<file path="config.mk">
export PLATFORM = sky130hd
export DESIGN_NAME = if_fetch_unit
export DESIGN_NICKNAME = d
export VERILOG_FILES = /design/src/rtl/if_fetch_unit.sv
export SDC_FILE = /design/constraint.sdc
export NUM_CORES = 1
export LEC_CHECK = 0
export BUFFER_PORTS_ARGS = -buffer_cell sky130_fd_sc_hd__buf_4
export CORE_MARGIN = 8
export CORE_UTILIZATION = 38
export CTS_CLUSTER_DIAMETER = 200
export DETAILED_ROUTE_END_ITERATION = 10
export PLACE_DENSITY = 0.83
export REMOVE_ABC_BUFFERS = 1
export SLEW_MARGIN = 20
export SYNTH_ARGS = -nofsm -noshare
export SYNTH_HDL_FRONTEND = slang
export SYNTH_SLANG_ARGS = --single-unit
</file>
<file path="constraint.sdc">
create_clock -name clk -period 1.91 [get_ports clk]
set_input_delay 0.0955 -clock clk [delete_from_list [all_inputs] [get_ports clk]]
set_output_delay 0.0955 -clock clk [all_outputs]
set_load 0.005 [all_outputs]
</file>
<file path="src/rtl/if_fetch_unit.sv">
// Purpose : fetch stage / F-D producer; owns the PC and drives instruction-memory address and fetch outputs.
// Latency : one pc register; redirects show on i_inst_addr the cycle after the edge, outputs are combinational.
// Backpressure: halt holds the PC (and the presented slot); req overrides halt and redirects to the handler.
//
// Ports:
//   clk, reset           clock (rising edge), asynchronous active-high reset
//   halt, req            stall from hazard unit, exception request from CP0
//   d_npc_sel, d_npc     taken branch/jump in D and its target
//   d_is_jump            D holds any branch/jump, so F holds a delay slot
//   d_eret, epc          D holds eret, and the return address from CP0
//   i_inst_rdata         instruction-memory read data for i_inst_addr
//   i_inst_addr          instruction-memory address (= pc)
//   f_pc, f_instr        PC and instruction handed to the F/D register
//   f_new_instr          1 = real instruction, 0 = bubble
//   f_excCode            0 = none, EXC_ADEL = illegal fetch address
//   f_delaySlot          fetched instruction sits in a branch delay slot
module if_fetch_unit #(
    parameter logic [31:0] RESET_PC   = 32'h0000_3000,
    parameter logic [31:0] HANDLER_PC = 32'h0000_4180,
    parameter logic [31:0] IM_BASE    = 32'h0000_3000,
    parameter logic [31:0] IM_LIMIT   = 32'h0000_6FFC,
    parameter logic [4:0]  EXC_ADEL   = 5'd4
) (
    input  logic        clk,
    input  logic        reset,
    input  logic        halt,
    input  logic        req,
    input  logic        d_npc_sel,
    input  logic [31:0] d_npc,
    input  logic        d_is_jump,
    input  logic        d_eret,
    input  logic [31:0] epc,
    input  logic [31:0] i_inst_rdata,
    output logic [31:0] i_inst_addr,
    output logic [31:0] f_pc,
    output logic [31:0] f_instr,
    output logic        f_new_instr,
    output logic [4:0]  f_excCode,
    output logic        f_delaySlot
);

    logic [31:0] pc;
    logic [31:0] pc_nxt;
    logic        addr_fault;

    always_ff @(posedge clk or posedge reset) begin
        if (reset) begin
            pc <= RESET_PC;
        end else begin
            pc <= pc_nxt;
        end
    end

    // The exception request must win over a stall, otherwise a stalled
    // pipeline could never enter the handler. A stall in turn beats eret and
    // branch redirects: D is also held, so the redirect is simply re-applied
    // on the first un-stalled edge.
    always_comb begin
        pc_nxt = pc + 32'd4;
        if (req) begin
            pc_nxt = HANDLER_PC;
        end else if (halt) begin
            pc_nxt = pc;
        end else if (d_eret) begin
            pc_nxt = epc;
        end else if (d_npc_sel) begin
            pc_nxt = d_npc;
        end
    end

    // Wrap-around of pc+4 is not trapped separately; the wrapped value is
    // below IM_BASE and is reported here as AdEL.
    assign addr_fault = (pc[1:0] != 2'b00) || (pc < IM_BASE) || (pc > IM_LIMIT);

    assign i_inst_addr = pc;
    assign f_pc        = pc;

    // eret has no delay slot: the instruction behind it is squashed into a
    // bubble. A squashed slot must never raise AdEL, hence kill is checked
    // before the address fault.
    always_comb begin
        f_instr     = i_inst_rdata;
        f_new_instr = 1'b1;
        f_excCode   = 5'd0;
        f_delaySlot = d_is_jump;
        if (d_eret) begin
            f_instr     = 32'd0;
            f_new_instr = 1'b0;
            f_delaySlot = 1'b0;
        end else if (addr_fault) begin
            f_instr   = 32'd0;
            f_excCode = EXC_ADEL;
        end
    end

endmodule

</file>
# Word-level counts from Yosys, hierarchy flattened
# Index checks and enable logic that the tools add are counted.
[op_classes]
div_mod_pow = 0
shifts = 0
magnitude_cmp = 2
eq_ne = 1
bitwise = 0
mux = 10
mul = 0
n_reduce_logical = 3
add_sub_neg = 1
[op_table]
columns = ["operator", "count"]
rows = [
  ["32-bit two-way mux", 6],
  ["32-bit by 3-bit adder with 32-bit output (second input constant)", 1],
  ["32-bit by 15-bit > comparator with 1-bit output (second input constant)", 1],
  ["32-bit by 14-bit < comparator with 1-bit output (second input constant)", 1],
  ["3-bit two-way mux", 2],
  ["1-bit logical OR", 2],
  ["1-bit two-way mux", 2],
  ["2-bit by 1-bit inequality test with 1-bit output (second input constant)", 1],
  ["2-bit nonzero test", 1],
]
[totals]
latchBits = 0
reg_bits = 32
memories = 0
mem_bits_ro = 0
inputBits = 103
ram_bits = 0
word_cells = 18

# Depth between registers and ports, before layout
# Gate-level depths: netlist of the first run.
[logic_depth]
ltp_word = 5
mapped_depth = 7
ltp_nobuf = 7

# Worst setup path before layout of the first run
# No wires, ideal clock.
[synth_timing]
path_kind = "register to register"
from = "register pc[4], in the netlist f_pc[4]"
to = "register pc[17], in the netlist f_pc[17]"
required_time_ns = 1.784
slack_ns = 0.067
path_stages_with_launch = 7
setup_time_ns = 0.126
path_buffers = 0
period_less_slack_ns = 1.843
t_arrival_ns = 1.716
path_cell_list = "dfrtp_1 -> nand2_2 -> or2_4 -> or4_4 -> o21ba_2 -> o21ai_1 -> o21ai_1"
[synth_via]
elab_chain_cells = 5
[synth_lines]
columns = ["element", "line", "source"]
rows = [
  ["start, declared", "42", "logic [31:0] pc;"],
  ["start signal, assigned", "50", "pc <= pc_nxt;"],
  ["32-bit by 3-bit adder with 32-bit output", "59", "pc_nxt = pc + 32'd4;"],
  ["32-bit two-way mux", "66", "end else if (d_npc_sel) begin"],
  ["32-bit two-way mux", "64", "end else if (d_eret) begin"],
  ["32-bit two-way mux", "62", "end else if (halt) begin"],
  ["32-bit two-way mux", "60", "if (req) begin"],
]
# No other way between the ends. The select of a mux whose other input is x is not followed.
# A chain may end at the register's enable or synchronous reset.

# Final worst setup path of the first run
[layout_timing]
from = "register pc[20], in the netlist f_pc[20]"
to = "output port f_instr[15]"
[layout_via]
elab_chain_cells = 5
[layout_lines]
columns = ["element", "line", "source"]
rows = [
  ["32-bit by 14-bit < comparator with 1-bit output", "73", "assign addr_fault = (pc[1:0] != 2'b00) || (pc < IM_BASE) || (pc > IM_LIMIT);"],
  ["1-bit logical OR", "73", ""],
  ["1-bit logical OR *", "73", ""],
  ["32-bit two-way mux *", "90", "end else if (addr_fault) begin"],
  ["32-bit two-way mux *", "86", "if (d_eret) begin"],
  ["end, declared", "36", "output logic [31:0] f_instr,"],
]
# Every way passes the cells marked *; elsewhere a longest branch is shown, timed or not.

==> results.yml, run 1 <==
layout:
  nNetsFinal: 695
  multi_input_area_um2: 1902
  fin_util_pct: 64.93
  layout-drive-gt1-share_pct: 52.03
  seq_area_um2: 805.8
  num_antenna_cells: 0
  largest_register_ffs: 32
  final_area_um2: 4913
  area.growth.synth_to_final_pct: 69.49
  nFillCells: 628
synth:
  synth_top_area_share_pct: 25.90
  synthTopCellsByArea: "dfrtp_1, buf_4, and3_1"
  synth_top_area_cell: "dfrtp_1"
  async_flop_share_pct: 100.0
  yosysWarningCount: 0
  syn_avg_cell_area_um2: 7.530
  ys_types: 58
  ys_ff_latch: 32
  synth_ff_type: "dfrtp_1"
  synth_edf_count: 0
  syn_inst: 385
  ys_seq_area_share_pct: 27.71
  synthesis.area_um2: 2899
floorplan:
  num_io_pins: 206
  core_area_um2: 7567
  row_count: 32
  die_w_um: 103.3
  die-area_um2: 10680
  floorplan.initialDensity_pct: 38.31
  die_h_um: 103.3
power:
  leakagePower_nw: 2.486
  peakVddDrop_v: 0.0002978
  powerDensity_nw_per_um2: 448.7
worst_setup_path:
  crit_path_start_kind: "flip-flop"
  crit_fanout: 33
  max_stage_delay_ns: 0.43
  cp_slowest_cell: "dfrtp_1"
  crit_path_end_kind: "output port"
  required_ns: 1.81
  ff2ff_setup_slack_ns: -0.07
  worstSetupPathType: "flip-flop to output port"
  crit_buf_inv: 2
  crit_family: "simple AND/OR/NAND/NOR gates"
  cp_cell_sequence: "nor4_4 -> nand3_1 -> nor3_2 -> buf_12 -> and3_1 -> buf_4"
  worstPathArrival_ns: 1.90
hold_path:
  hold_path_class: "input port to flip-flop"
clocking:
  clock-sinks: 32
  cts_buffer_depth: 2
  cts_buffers: 5
  root_buffer: "clkbuf_8"
  clock_latency_ns: 0.29
  htreeDepth: 2
  cts_tree: "yes"
  path_clk_slew_ns: 0.06
job:
  maxCapViolations: 0
grt:
  antenna_found_initial: 0
  grt_pass1_wl_um: 19490
  grt_use_total_pct: 23.53
  grt_max_degree: 34
  grt_pass1_vias: 3797
  globalRoute.totalOverflow: 0
drt:
  drtAntennaViolNets: 0
  drc: 0
  vias: 3882
  first_pass_iters: 5
  post_drt_wl_per_cell_um: 19.04
  postRouteWirelength_um: 13210
  vias_per_cell: 5.594
  first_iter_violations: 236
sta:
  clock-skew-final_ns: 0.006252
  finalHoldViolations: 0
  slew_violations: 0
  min_period_ns: 1.994
  finalCritPeriodShare_pct: 104.4
  setup-violations-final: 36
  rsz0062_at_grt: "yes"
  fmax_mhz: 501.5
  holdWs_ns: 0.07806
  fin_ws_ns: -0.08407
run_status:
  status: "finished, violations left"
  violations: "setup timing"
placement:
  port_buffers: 201
  dpl_worst_slack_ns: -0.07767
  dpl.hpwl_um: 10310
  gp_congestion: 0.9018
  dpl_cell_area_um2: 4551
[worst paths after layout]
kind,start,to,cells after the start
setup / recovery,f_pc[20],f_instr[15],6
min in group asynchronous,reset,f_pc[5],4
max in group asynchronous,reset,f_pc[25],4
hold reg to reg,f_pc[13],f_pc[13],2
setup reg to reg,f_pc[12],f_pc[27],6
hold / removal,halt,f_pc[20],2
[per-layer routing]
metal	vias up	GRT usage (%)	wire, µm
li1	1786	-	-
met2	241	40.58	6637
met5	-	0	0
met4	0	9.344	271
met1	1824	26.59	4781
met3	31	6.894	1521
[worst register-to-register path, delay by kind of cell, from the launching register on]
family / cells / cell delay (ns)
AND/OR/NAND/NOR: 4 / 0.99
flip-flops: 1 / 0.57
XOR/XNOR: 1 / 0.17
AO/OA/AOI/OAI: 1 / 0.13
[placed cells by master (no fill, tap or decap), types with 3 or more instances in the layout]
master,Yosys,routed
nor3_2,2,4
o21ai_0,32,27
conb_1,1,4
mux2i_1,4,4
nor2b_1,5,4
nor3_4,0,3
xnor2_1,3,3
a21oi_1,23,21
buf_6,0,5
a221oi_1,4,3
a31oi_1,5,4
o21ai_1,3,7
inv_1,9,9
clkbuf_8,0,6
nand2b_1,3,3
nor2_1,44,42
nand3_2,1,5
nand4_1,3,3
nand2_1,21,19
buf_4,36,248
xor2_1,6,6
o22ai_1,7,7
a22oi_1,4,4
and3_1,37,37
nor3_1,9,4
o2bb2ai_1,3,3
a221o_1,3,3
nand3_1,14,9
dfrtp_1,30,28
nand2_2,1,3
o221ai_1,13,13
[Yosys cell counts (2+ instances only)]
cell and count:
nor3_2 2, xor2_1 6, o2bb2ai_1 3, a221o_1 3, buf_4 36, a211oi_1 2, clkbuf_1 20, nor2b_1 5
and3_1 37, mux2i_1 4, a221oi_1 4, a22oi_1 4, inv_1 9, dfstp_2 2, o22ai_1 7, o21ai_0 32
o211ai_1 2, xnor2_1 3, o21a_1 2, o21ai_1 3, dfrtp_1 30, nand2b_1 3, buf_2 2, nand3_1 14
nand4_1 3, or2_2 2, nand2_1 21, a31oi_1 5, or4_4 2, a21oi_1 23, nor3_1 9, nor2_1 44
nor4_1 4, o221ai_1 13
[cell type report]
type                            instances  area share, %
Multi-Input combinational cell        287          38.71
Timing Repair Buffer                  255          39.65
Tap cell                              102          2.597
Clock inverter                          2         0.2037
Clock buffer                            6          1.681
Sequential cell                        32          16.40
Inverter                               10         0.7639
[power by group]
| group | leakage (nW) | internal (mW) | switching, mW | total (mW) |
|---|---|---|---|---|
| clock | 0.0510 | 0.287 | 0.264 | 0.551 |
| sequential | 0.405 | 0.733 | 0.0734 | 0.806 |
| combinational | 2.03 | 0.462 | 0.385 | 0.847 |
| total | 2.49 | 1.48 | 0.722 | 2.20 |
[per-stage QoR]
stage	std cells	setup TNS, ns	total power, mW
3_5_place_dp	678	-0.1458	1.610
3_3_place_gp	678	0	1.592
6_report	694	-2.412	2.205
2_1_floorplan	329	-15.61	1.055
4_1_cts	688	-2.590	2.168
5_1_grt	694	-5.834	2.329
[what timing repair did]
| item | 4_1_cts | 5_1_grt |
|---|---|---|
| pin swaps | 4 | 27 |
| setup buffers | 1 | 6 |
| hold buffers | 1 | 0 |
| resized for setup | 8 | 39 |
| hold endpoints to repair | 30 | 0 |
| setup endpoints to repair | 38 | 51 |
[logic make-up after synthesis]
family / share of synthesized area [%]
simple gates: 28.18
compound gates: 25.77
buf+inv: 13.68
flops: 27.71
xor+xnor: 2.719
mux: 1.381
fa+ha+maj: 0.4315
other cells: 0.1294
Note: power is estimated with default switching activity, not from simulation.
==> run 2, diff against run 1 <==
--- a/config.mk
+++ b/config.mk
@@ -6,11 +6,13 @@
 export NUM_CORES = 1
 export LEC_CHECK = 0
 export BUFFER_PORTS_ARGS = -buffer_cell sky130_fd_sc_hd__buf_4
+export CELL_PAD_IN_SITES_DETAIL_PLACEMENT = 1
+export CELL_PAD_IN_SITES_GLOBAL_PLACEMENT = 2
 export CORE_MARGIN = 8
-export CORE_UTILIZATION = 38
+export CORE_UTILIZATION = 19
 export CTS_CLUSTER_DIAMETER = 200
 export DETAILED_ROUTE_END_ITERATION = 10
-export PLACE_DENSITY = 0.83
+export PLACE_DENSITY = 0.84
 export REMOVE_ABC_BUFFERS = 1
 export SLEW_MARGIN = 20
 export SYNTH_ARGS = -nofsm -noshare
==> results.yml, run 2 (same netlist as run 1, synthesis figures left out) <==
worst_setup_path:
  cp_slowest_cell: "or4_4"
  crit_family: "simple AND/OR/NAND/NOR gates"
  reg2reg_from: "f_pc[12]"
  crit_path_end_kind: "flip-flop"
  cp_cell_sequence: "nand3_4 -> or4_4 -> nor2_4 -> buf_4 -> nand2_1 -> a311oi_2"
  crit_fanout: 6
  worstPathArrival_ns: 2.21
  max_stage_delay_ns: 0.59
  crit_buf_inv: 1
  crit_path_start_kind: "flip-flop"
  worstSetupPathType: "flip-flop to flip-flop"
  crit_start: "f_pc[12]"
  required_ns: 2.09
sta:
  finalCritPeriodShare_pct: 106.1
  worst_slew_pin_slew_ns: 0.6093
  slew_violations: 0
  setup-violations-final: 41
  finalHoldViolations: 0
  rsz0062_at_grt: "yes"
  clock-skew-final_ns: 0.001987
  min_period_ns: 2.027
  relSlewSlack_pct: 59.28
  setup_tns_ns: -3.002
  fin_ws_ns: -0.1170
  fmax_mhz: 493.3
drt:
  postRouteWirelength_um: 16390
  first_iter_violations: 155
  drc: 0
  drtAntennaViolNets: 0
  vias: 3948
  first_pass_iters: 4
  post_drt_wl_per_cell_um: 20.75
  vias_per_cell: 4.997
grt:
  grt_pass1_wl_um: 24440
  globalRoute.totalOverflow: 0
  grt_pass1_vias: 4366
  antenna_found_initial: 0
  grt_use_total_pct: 15.90
  grt_max_degree: 34
clocking:
  htreeDepth: 2
  root_buffer: "clkbuf_16"
  path_clk_slew_ns: 0.05
  clock-sinks: 32
  clock_latency_ns: 0.28
  cts_tree: "yes"
  cts_buffers: 5
  cts_buffer_depth: 2
job:
  maxCapViolations: 0
layout:
  fin_util_pct: 34.52
  layout_common_cells: "buf_4, nor2_1, and3_1"
  layout-drive-gt1-share_pct: 53.65
  area.growth.synth_to_final_pct: 79.02
  nNetsFinal: 705
  final_area_um2: 5190
  largest_register_ffs: 32
  num_antenna_cells: 0
  final_common_cell: "buf_4"
floorplan:
  floorplan.initialDensity_pct: 19.28
  die-area_um2: 19470
  die_w_um: 139.5
  core_area_um2: 15030
  num_io_pins: 206
  die_h_um: 139.5
  row_count: 45
placement:
  dpl_cell_area_um2: 4701
  dpl_worst_slack_ns: -0.08222
  dpl.hpwl_um: 12810
  port_buffers: 201
  gp_congestion: 0.8042
run_status:
  status: "finished, violations left"
  violations: "setup timing"
power:
  peakVddDrop_v: 0.0002877
  leakagePower_nw: 2.557
  powerDensity_nw_per_um2: 489.3
hold_path:
  hold_path_class: "input port to flip-flop"
  min_from: "d_npc[19]"
run 2: changes by cell type in the layout (fill, tap and decap cells not counted), moves of 3 or more:
| cell | before | now |
|---|---|---|
| dfrtp_1 | 28 | 24 |
| o21ai_1 | 7 | 4 |
| dfrtp_2 | 2 | 6 |
| and3_4 | 0 | 4 |
| and3_1 | 37 | 33 |
| clkbuf_16 | 0 | 5 |
| clkbuf_8 | 6 | 1 |
| buf_4 | 248 | 252 |
| buf_6 | 5 | 11 |
run 2: power breakdown:
part           internal (mW)  switching, mW
Clock                  0.520          0.308
Combinational          0.482          0.431
Sequential             0.735         0.0634
run 2: final timing paths:
| path | endpoint | slack [ns] | cells after the start |
|---|---|---|---|
| worst max-delay path | f_pc[23] | -0.12 | 6 |
| worst min-delay path | f_pc[19] | 0.14 | 3 |
| worst max register to register | f_pc[23] | -0.12 | 6 |
| worst min register to register | f_pc[17] | 0.64 | 2 |
| max in group asynchronous | f_pc[0] | 1.03 | 4 |
| min in group asynchronous | f_pc[22] | 0.50 | 4 |
run 2: layer usage:
| metal | up-vias | share of wire (%) | GRT usage (%) |
|---|---|---|---|
| met4 | 0 | 1.3 | 3.640 |
| met1 | 1933 | 41 | 18.17 |
| met2 | 193 | 49 | 28.70 |
| li1 | 1805 | - | - |
| met5 | - | 0 | 0 |
| met3 | 17 | 8.4 | 4.446 |
run 2: worst reg2reg max path, cell delays in order (launching register included):
cell      delay (ns)
dfstp_2         0.57
nand3_4         0.09
or4_4           0.59
nor2_4          0.23
buf_4           0.16
nand2_1         0.08
a311oi_2        0.21
run 2: what timing repair did:
item,4_1_cts,5_1_grt
setup endpoints to repair,45,47
pin swaps,8,24
endpoints found under the hold margin,30,0
hold buffers,1,0
gates cloned,1,0
setup buffers,8,6
gates resized for setup,21,38
run 2: through the flow:
step | power (mW) | hold slack (ns) | cells
global route | 2.667 | 0.1533 | 790
global placement | 1.639 | 0.2346 | 768
floorplan | 1.055 | 0.1586 | 329
detailed placement | 1.663 | 0.2478 | 768
finish | 2.539 | 0.1365 | 790
CTS | 2.536 | 0.1381 | 786
run 2: layout make-up:
class                           count  area, µm²
Fill cell                        1785       9843
Timing Repair Buffer              265       2046
Multi-Input combinational cell    287       1914
Sequential cell                    32      810.8
Tap cell                          188      235.2
Clock buffer                        8      146.4
Inverter                           10      37.54
